==> src/rtl/snk_pkg.sv <==
`default_nettype none
// ============================================================================
//  Module      : snk_pkg
//  Description : Shared definitions for the snake body mover.
//                Direction codes, the opposite-direction helper, the FSM
//                state type, and segment pack/unpack helpers.
//                A segment is {x[BITS-1:0], y[BITS-1:0]}. The helpers work on
//                a 16-bit-per-axis container. Callers size-cast the result
//                down to their own BITS.
//  Revision    : 1.0 - initial release
// ============================================================================
package snk_pkg;

  localparam logic [1:0] DIR_UP = 2'b00;  // y-1
  localparam logic [1:0] DIR_DN = 2'b01;  // y+1
  localparam logic [1:0] DIR_LT = 2'b10;  // x-1
  localparam logic [1:0] DIR_RT = 2'b11;  // x+1

  localparam int SEG_MAX_BITS = 16;

  typedef enum logic [1:0] {
    ST_RUN    = 2'd0,
    ST_CHECK  = 2'd1,
    ST_COMMIT = 2'd2,
    ST_DEAD   = 2'd3
  } state_e;

  // Opposite pairs differ only in bit 0 (UP/DN, LT/RT).
  function automatic logic [1:0] dir_opposite(input logic [1:0] d);
    return d ^ 2'b01;
  endfunction

  function automatic logic [2*SEG_MAX_BITS-1:0] seg_pack(
      input logic [SEG_MAX_BITS-1:0] x,
      input logic [SEG_MAX_BITS-1:0] y,
      input int                      bits);
    logic [2*SEG_MAX_BITS-1:0] r;
    r = ((2*SEG_MAX_BITS)'(x) << bits) | (2*SEG_MAX_BITS)'(y);
    return r;
  endfunction

  function automatic logic [SEG_MAX_BITS-1:0] seg_x(
      input logic [2*SEG_MAX_BITS-1:0] s,
      input int                        bits);
    return SEG_MAX_BITS'(s >> bits);
  endfunction

  function automatic logic [SEG_MAX_BITS-1:0] seg_y(
      input logic [2*SEG_MAX_BITS-1:0] s,
      input int                        bits);
    logic [2*SEG_MAX_BITS-1:0] m;
    m = ((2*SEG_MAX_BITS)'(1) << bits) - (2*SEG_MAX_BITS)'(1);
    return SEG_MAX_BITS'(s & m);
  endfunction

endpackage : snk_pkg
`default_nettype wire

==> src/rtl/snk_next_pos.sv <==
`default_nettype none
// ============================================================================
//  Module      : snk_next_pos
//  Description : Combinational next-head calculator.
//                head_i     : current head segment {x,y}
//                dir_i      : requested direction
//                last_dir_i : direction of the last committed move
//                len_i      : current body length
//                cand_o     : candidate head after the move
//                eff_dir_o  : direction actually used (reversal guarded)
//                wall_hit_o : move leaves the grid (only when WRAP=0)
//  Revision    : 1.0 - initial release
// ============================================================================
module snk_next_pos
  import snk_pkg::*;
#(
  parameter int BITS = 4,
  parameter int WRAP = 0,
  parameter int IW   = 5
) (
  input  logic [2*BITS-1:0] head_i,
  input  logic [1:0]        dir_i,
  input  logic [1:0]        last_dir_i,
  input  logic [IW-1:0]     len_i,
  output logic [2*BITS-1:0] cand_o,
  output logic [1:0]        eff_dir_o,
  output logic              wall_hit_o
);

  localparam int              PW     = 2*SEG_MAX_BITS;
  localparam logic [BITS-1:0] C_MAX  = '1;
  localparam logic [BITS-1:0] C_INC  = BITS'(1);
  localparam logic [IW-1:0]   C_ONE  = IW'(1);
  localparam logic            C_KILL = (WRAP == 0);

  logic [BITS-1:0] w_x, w_y, w_nx, w_ny;
  logic            w_edge;

  always_comb begin
    // A one-segment snake has no neck, so it may turn back on itself.
    eff_dir_o = dir_i;
    if ((dir_i == dir_opposite(last_dir_i)) && (len_i > C_ONE)) begin
      eff_dir_o = last_dir_i;
    end

    w_x    = BITS'(seg_x(PW'(head_i), BITS));
    w_y    = BITS'(seg_y(PW'(head_i), BITS));
    w_nx   = w_x;
    w_ny   = w_y;
    w_edge = 1'b0;

    // Plain BITS-bit arithmetic gives the modular wrap for free.
    case (eff_dir_o)
      DIR_UP: begin w_ny = w_y - C_INC; w_edge = (w_y == '0);    end
      DIR_DN: begin w_ny = w_y + C_INC; w_edge = (w_y == C_MAX); end
      DIR_LT: begin w_nx = w_x - C_INC; w_edge = (w_x == '0);    end
      default: begin w_nx = w_x + C_INC; w_edge = (w_x == C_MAX); end
    endcase

    wall_hit_o = C_KILL && w_edge;
    cand_o     = (2*BITS)'(seg_pack(SEG_MAX_BITS'(w_nx), SEG_MAX_BITS'(w_ny), BITS));
  end

endmodule : snk_next_pos
`default_nettype wire

==> src/rtl/snk_body.sv <==
`default_nettype none
// ============================================================================
//  Module      : snk_body
//  Description : Snake body buffer with step FSM.
//                Holds up to MAX_LEN segments (seg[0] = head). An accepted
//                step computes a candidate head. The candidate is then
//                scanned against the body one segment per cycle, and the
//                move commits by shifting the buffer.
//  Ports       : clk_i, rst_i          clock / sync active-high reset
//                step_i, dir_i, grow_i move request (sampled when ready_o)
//                ready_o               FSM idle in RUN
//                done_o, dead_o        1-cycle commit / death pulses
//                alive_o               low from death until reset
//                head_o, len_o         head segment and current length
//                rd_idx_i, rd_seg_o,   random-access body read port
//                rd_valid_o
//  Revision    : 1.0 - initial release
// ============================================================================
module snk_body
  import snk_pkg::*;
#(
  parameter int   BITS    = 4,
  parameter int   MAX_LEN = 16,
  parameter int   WRAP    = 0,
  parameter int   START_X = 2**(BITS-1),
  parameter int   START_Y = 2**(BITS-1),
  localparam int  IW      = $clog2(MAX_LEN + 1)
) (
  input  logic              clk_i,
  input  logic              rst_i,
  input  logic              step_i,
  input  logic [1:0]        dir_i,
  input  logic              grow_i,
  output logic              ready_o,
  output logic              done_o,
  output logic              dead_o,
  output logic              alive_o,
  output logic [2*BITS-1:0] head_o,
  output logic [IW-1:0]     len_o,
  input  logic [IW-1:0]     rd_idx_i,
  output logic [2*BITS-1:0] rd_seg_o,
  output logic              rd_valid_o
);

  localparam int            SW        = 2*BITS;
  localparam int            AW        = (MAX_LEN > 1) ? $clog2(MAX_LEN) : 1;
  localparam logic [IW-1:0] C_MAX_LEN = IW'(MAX_LEN);
  localparam logic [IW-1:0] C_ONE     = IW'(1);
  localparam logic [IW-1:0] C_ZERO    = '0;
  localparam logic [SW-1:0] C_START   =
      SW'(seg_pack(SEG_MAX_BITS'(START_X), SEG_MAX_BITS'(START_Y), BITS));

  logic [SW-1:0] seg_q [MAX_LEN];
  state_e        state_q, state_d;
  logic [IW-1:0] len_q, idx_q, limit_q;
  logic [1:0]    last_dir_q, eff_dir_q;
  logic [SW-1:0] cand_q;
  logic          grow_q, done_q, done_d, dead_q, dead_d;

  logic [SW-1:0] w_cand;
  logic [1:0]    w_eff_dir;
  logic          w_wall, w_grow, w_hit, w_last, w_accept, w_commit;
  logic [IW-1:0] w_limit;

  snk_next_pos #(
    .BITS (BITS),
    .WRAP (WRAP),
    .IW   (IW)
  ) u_next_pos (
    .head_i     (seg_q[0]),
    .dir_i      (dir_i),
    .last_dir_i (last_dir_q),
    .len_i      (len_q),
    .cand_o     (w_cand),
    .eff_dir_o  (w_eff_dir),
    .wall_hit_o (w_wall)
  );

  // The tail leaves its cell on a non-growing move, so it is excluded
  // from the collision scan in that case.
  assign w_grow  = grow_i && (len_q < C_MAX_LEN);
  assign w_limit = w_grow ? len_q : (len_q - C_ONE);
  assign w_hit   = (cand_q == seg_q[idx_q[AW-1:0]]);
  assign w_last  = (idx_q == (limit_q - C_ONE));

  always_ff @(posedge clk_i) begin
    if (rst_i) begin
      state_q <= ST_RUN;
      done_q  <= 1'b0;
      dead_q  <= 1'b0;
    end else begin
      state_q <= state_d;
      done_q  <= done_d;
      dead_q  <= dead_d;
    end
  end

  always_comb begin
    state_d  = state_q;
    done_d   = 1'b0;
    dead_d   = 1'b0;
    w_accept = 1'b0;
    w_commit = 1'b0;
    case (state_q)
      ST_RUN: begin
        if (step_i) begin
          if (w_wall) begin
            state_d = ST_DEAD;
            dead_d  = 1'b1;
          end else begin
            w_accept = 1'b1;
            state_d  = (w_limit == C_ZERO) ? ST_COMMIT : ST_CHECK;
          end
        end
      end
      ST_CHECK: begin
        if (w_hit) begin
          state_d = ST_DEAD;
          dead_d  = 1'b1;
        end else if (w_last) begin
          state_d = ST_COMMIT;
        end
      end
      ST_COMMIT: begin
        w_commit = 1'b1;
        done_d   = 1'b1;
        state_d  = ST_RUN;
      end
      ST_DEAD: state_d = ST_DEAD;
      default: state_d = ST_RUN;
    endcase
  end

  always_ff @(posedge clk_i) begin
    if (rst_i) begin
      len_q      <= C_ONE;
      last_dir_q <= DIR_RT;
      eff_dir_q  <= DIR_RT;
      cand_q     <= '0;
      grow_q     <= 1'b0;
      limit_q    <= '0;
      idx_q      <= '0;
    end else begin
      if (w_accept) begin
        cand_q    <= w_cand;
        eff_dir_q <= w_eff_dir;
        grow_q    <= w_grow;
        limit_q   <= w_limit;
        idx_q     <= '0;
      end else if (state_q == ST_CHECK) begin
        idx_q <= idx_q + C_ONE;
      end
      if (w_commit) begin
        last_dir_q <= eff_dir_q;
        if (grow_q) begin
          len_q <= len_q + C_ONE;
        end
      end
    end
  end

  always_ff @(posedge clk_i) begin
    if (rst_i) begin
      seg_q[0] <= C_START;
      for (int i = 1; i < MAX_LEN; i++) begin
        seg_q[i] <= '0;
      end
    end else if (w_commit) begin
      seg_q[0] <= cand_q;
      for (int i = 1; i < MAX_LEN; i++) begin
        seg_q[i] <= seg_q[i-1];
      end
    end
  end

  // Out-of-range indices read as zero so the port never selects past the buffer.
  assign rd_seg_o   = (rd_idx_i < C_MAX_LEN) ? seg_q[rd_idx_i[AW-1:0]] : '0;
  assign rd_valid_o = (rd_idx_i < len_q);

  assign ready_o = (state_q == ST_RUN);
  assign alive_o = (state_q != ST_DEAD);
  assign done_o  = done_q;
  assign dead_o  = dead_q;
  assign head_o  = seg_q[0];
  assign len_o   = len_q;

endmodule : snk_body
`default_nettype wire

==> config.mk <==
export PLATFORM = sky130hd
export DESIGN_NAME = snk_body
export DESIGN_NICKNAME = d
export VERILOG_FILES = /design/src/rtl/snk_pkg.sv /design/src/rtl/snk_next_pos.sv /design/src/rtl/snk_body.sv
export SDC_FILE = /design/constraint.sdc
export NUM_CORES = 1
export LEC_CHECK = 0
export BUFFER_PORTS_ARGS = -buffer_cell sky130_fd_sc_hd__buf_4
export CAP_MARGIN = 5
export CORE_MARGIN = 5
export CORE_UTILIZATION = 55
export DETAILED_ROUTE_END_ITERATION = 7
export PLACE_DENSITY = 0.83
export SYNTH_ARGS = -nofsm -noshare
export SYNTH_HDL_FRONTEND = slang
export SYNTH_HIERARCHICAL = 1
export SYNTH_SLANG_ARGS = --single-unit
==> constraint.sdc <==
create_clock -name clk_i -period 7.4 [get_ports clk_i]
set_clock_uncertainty 0.2 [all_clocks]
set_input_delay 0.37 -clock clk_i [delete_from_list [all_inputs] [get_ports clk_i]]
set_output_delay 0.37 -clock clk_i [all_outputs]
set_load 0.05 [all_outputs]
==> summary.md <==
| Metric | Value |
|---|---|
| Outcome | finished, final reports clean |
| Sink Count | approximately 160 |
| Hold WC Path Type | input pin to register |
| Post-synth ARST share | 0% |
| Initial antenna violation count | 0 |
| CP Data Arrival Time | 3.34 ns |
| Synth Flop Type | edfxtp_1 |
| Startpoint types | register |
| Fillers | 1218 |
| Netlist cell types | 55 |
| Number of synthesis warnings | 6 |
| Setup TNS | 0 ns |
| R2R Path End | state_q[0]$_SDFFE_PP0P_ |
| Count of hold-fix buffers inserted at cts | 0 |
| Hold Crit Start | step_i |
| Clk slew on worst S/H paths | around 0.06 ns |
| Initial core utilization | 56.5% |
| Worst vdd ir | 0.160 mV |
| Synthesized area | 0.00903 mm^2 |
| DRC violations left | 0 |
| Fin. Hold Viols | 0 |
| Area of the multi-input gates | 0.00416 mm^2 |
| Top-level port count | 37 |
| Antenna viol nets, final | 0 |
| Hold path cells | 3 |
| Sequential Area | 0.00457 mm^2 |
| Sequential fraction of the synthesis area | 50.5% |
| Ant. Diodes | 0 |
| Post-route minimum period | 3.20 ns |
| Hold endpoint | dead_o$_SDFF_PP0_ |
| Core ar. | 0.0160 mm^2 |
| Area delta synth->final | 9.28% |
| Rel. slew slack | 19.7% |
| Gr usage total | 20.3% |
| Post-Synthesis Net Count | about 710 |
| Post-CTS setup repair buffer count | 0 |
| WL/cell | 20.5 um |
| Final Power | 2.28 mW |
| Worst slew pin tran | between 1 and 1.5 ns |
| Fmax | 313 MHz |
| Critical path class | register to register |
| CTS tree | built |
| Input/output buffers | 36 |
| Layout cell share with drive strength beyond 1 | 20.5% |
| CP Max Fanout | 35 |
| DIE HEIGHT | 138 um |
| RSZ-0062 raised after global routing | false |
| DRT iter0 DRCs | 631 |
| Die area | 0.0191 mm^2 |
| Largest net degree at the start of global routing | 80 |
| Max-cap violations | 0 |
| Post-DR vias/cell | about 6.1 |
| R2R Setup Slk | approximately 4.2 ns |
| Syn Inst Count | 687 |
| First-pass GRT wire length | 30.9 mm |
| Nets@finish | approximately 720 |
| Clk_lat worst skew | 0.43 ns |
| Worst hold slack | 0.0444 ns |
| H-tree levels | 4 |
| Critical path required time | ~7.5 ns |
| Final WL | 19.0 mm |
| Via count | 5699 |
| R2r worst-path depth | 6 |
| Cts bufs inserted | 17 |
| Leakage power | 3.51 nW |
| Clock buffer depth | 2 |
| Final GP Congestion | 0.833 |
| PD cells | 231 mW/mm^2 |
| Slew Viols, Final | 0 |
| Drt pass-1 iters | 4 |
| Vias in the first global route | 5799 |
| Die Span X | 138 um |
| Number of synthesized flops with an enable pin | 128 |
| Setup violators final | 0 |
| Synthesized area per cell | 13.2 um^2 |
| DP Wirelength | 11.9 mm |
| Seq cells post-synth | 164 |
| Overflow after GRT | 0 |
| Period utilization | 43.2% |
| CP endpoint kind | register |
| # rows | 46 |
| Resize count post-CTS | 0 |
| Root Buffer Master | clkbuf_16 |
==> power breakdown <==
part           switching (mW)  internal, mW  total, mW
Clock                   0.349         0.441      0.790
Sequential             0.0750          1.08       1.16
Combinational           0.177         0.156      0.334
Total                   0.601          1.68       2.28
==> how the worst max path moves through the flow <==
stage / cells after the start / start / to / slack (ns)
after floorplan: 2 / rst_i / seg_q[0][0]$_SDFFCE_PN0P_ / 2.95
after global placement: 3 / rst_i / seg_q[1][3]$_SDFFCE_PN0P_ / 4.22
after detailed placement: 3 / rst_i / seg_q[2][3]$_SDFFCE_PN0P_ / 4.09
after CTS: 7 / register / state_q[0]$_SDFFE_PP0P_ / 4.23
after global routing: 7 / register / state_q[0]$_SDFFE_PP0P_ / 4.02
final: 6 / register / state_q[0]$_SDFFE_PP0P_ / 4.20
==> synthesized netlist by cell type (3+ instances only) <==
master    count  share of area (%)
nand2_1      34                1.4
nand4_1      10               0.69
edfxtp_1    128                 43
and2_1       78                5.4
xor2_1       13                1.3
inv_1        15               0.62
mux4_1        3               0.87
a211oi_1      4               0.33
buf_6         6               0.75
mux2i_1      34                3.8
o22ai_1       3               0.21
a21oi_1      25                1.4
nand3b_1      4               0.33
nor2b_1      62                4.3
dfxtp_1      36                8.0
xnor2_1      21                2.0
mux2_2        7               0.87
nor2_1       32                1.3
nand2b_1     13               0.90
or3_1         4               0.28
clkbuf_1     27                1.1
ha_1         12                1.7
o21ai_0       7               0.39
mux4_2       60                 15
nand3_1       3               0.17
buf_2         8               0.44
nor3_1        4               0.22
==> kinds of logic (layout without fill, tap and decap cells) <==
kind of cell               Yosys count  in the layout  synth area share [%]
AOI/OAI and AO/OA                   56             56                  3.95
xor gates and xnor gates            34             34                  3.30
adders and majority gates           14             14                  2.10
buffers and inverters               62             86                  3.63
DFF                                164            164                  50.5
muxes                              105            105                  20.7
and+or+nand+nor                    252            252                  15.8
==> worst max-delay path, stage by stage, from the launching register on <==
cell,delay [ns]
dfxtp_2,0.99
mux4_1,0.65
mux2i_1,0.30
nand4_1,0.15
a22oi_1,0.31
nand4_2,0.21
a311oi_2,0.27
==> metal layers <==
layer  track usage (%)  share of wire (%)  up-vias
li1                  -                  -     2546
met1              27.1                 42     2914
met2              32.9                 50      204
met3              4.66                5.8       35
met4              7.28                2.2        0
met5                 0                  0        -
==> flip-flops by register name, summed over array words and instances, names as in the netlist, named ones only <==
name / cells
seg_q: 128
cand_q: 8
idx_q: 5
len_o: 5
limit_q: 5
eff_dir_q: 2
last_dir_q: 2
state_q: 2
dead_o: 1
done_o: 1
grow_q: 1
==> stage by stage <==
step	utilization, %	cell area, um^2	setup WS [ns]	instances
global placement	58.4	9350	4.22	895
CTS	61.7	9870	4.23	927
global route	61.7	9870	4.02	927
finish	61.7	9870	4.20	927
detailed placement	58.4	9350	4.09	895
floorplan	-	9030	2.95	687
==> placed cells by master, fill, tap and decap left out, drive strengths merged, types with 2 or more instances in the layout <==
cell type	instances
mux2	7
xnor2	21
ha	12
nor3	4
buf	39
nand3b	4
a22oi	2
nand4	11
clkbuf	21
xor2	13
o31ai	2
nand3	3
and2	78
a21o	2
nand2	34
edfxtp	128
inv	15
or3	4
nand2b	13
a21oi	25
nor4	2
fa	2
nor2	33
clkinv	8
clkinvlp	3
o21ai	8
nor2b	62
dfxtp	36
mux2i	35
a211oi	5
mux4	63
o22ai	3
==> area by class of cell <==
| class | instances | area share [%] |
|---|---|---|
| sequential | 164 | 46.3 |
| multi-input combinational | 461 | 42.2 |
| clock buffer | 21 | 4.66 |
| timing repair buffer | 39 | 2.97 |
| tap | 216 | 2.74 |
| clock inverter | 11 | 0.646 |
| inverter | 15 | 0.570 |
(Power assumes the default switching activity.)
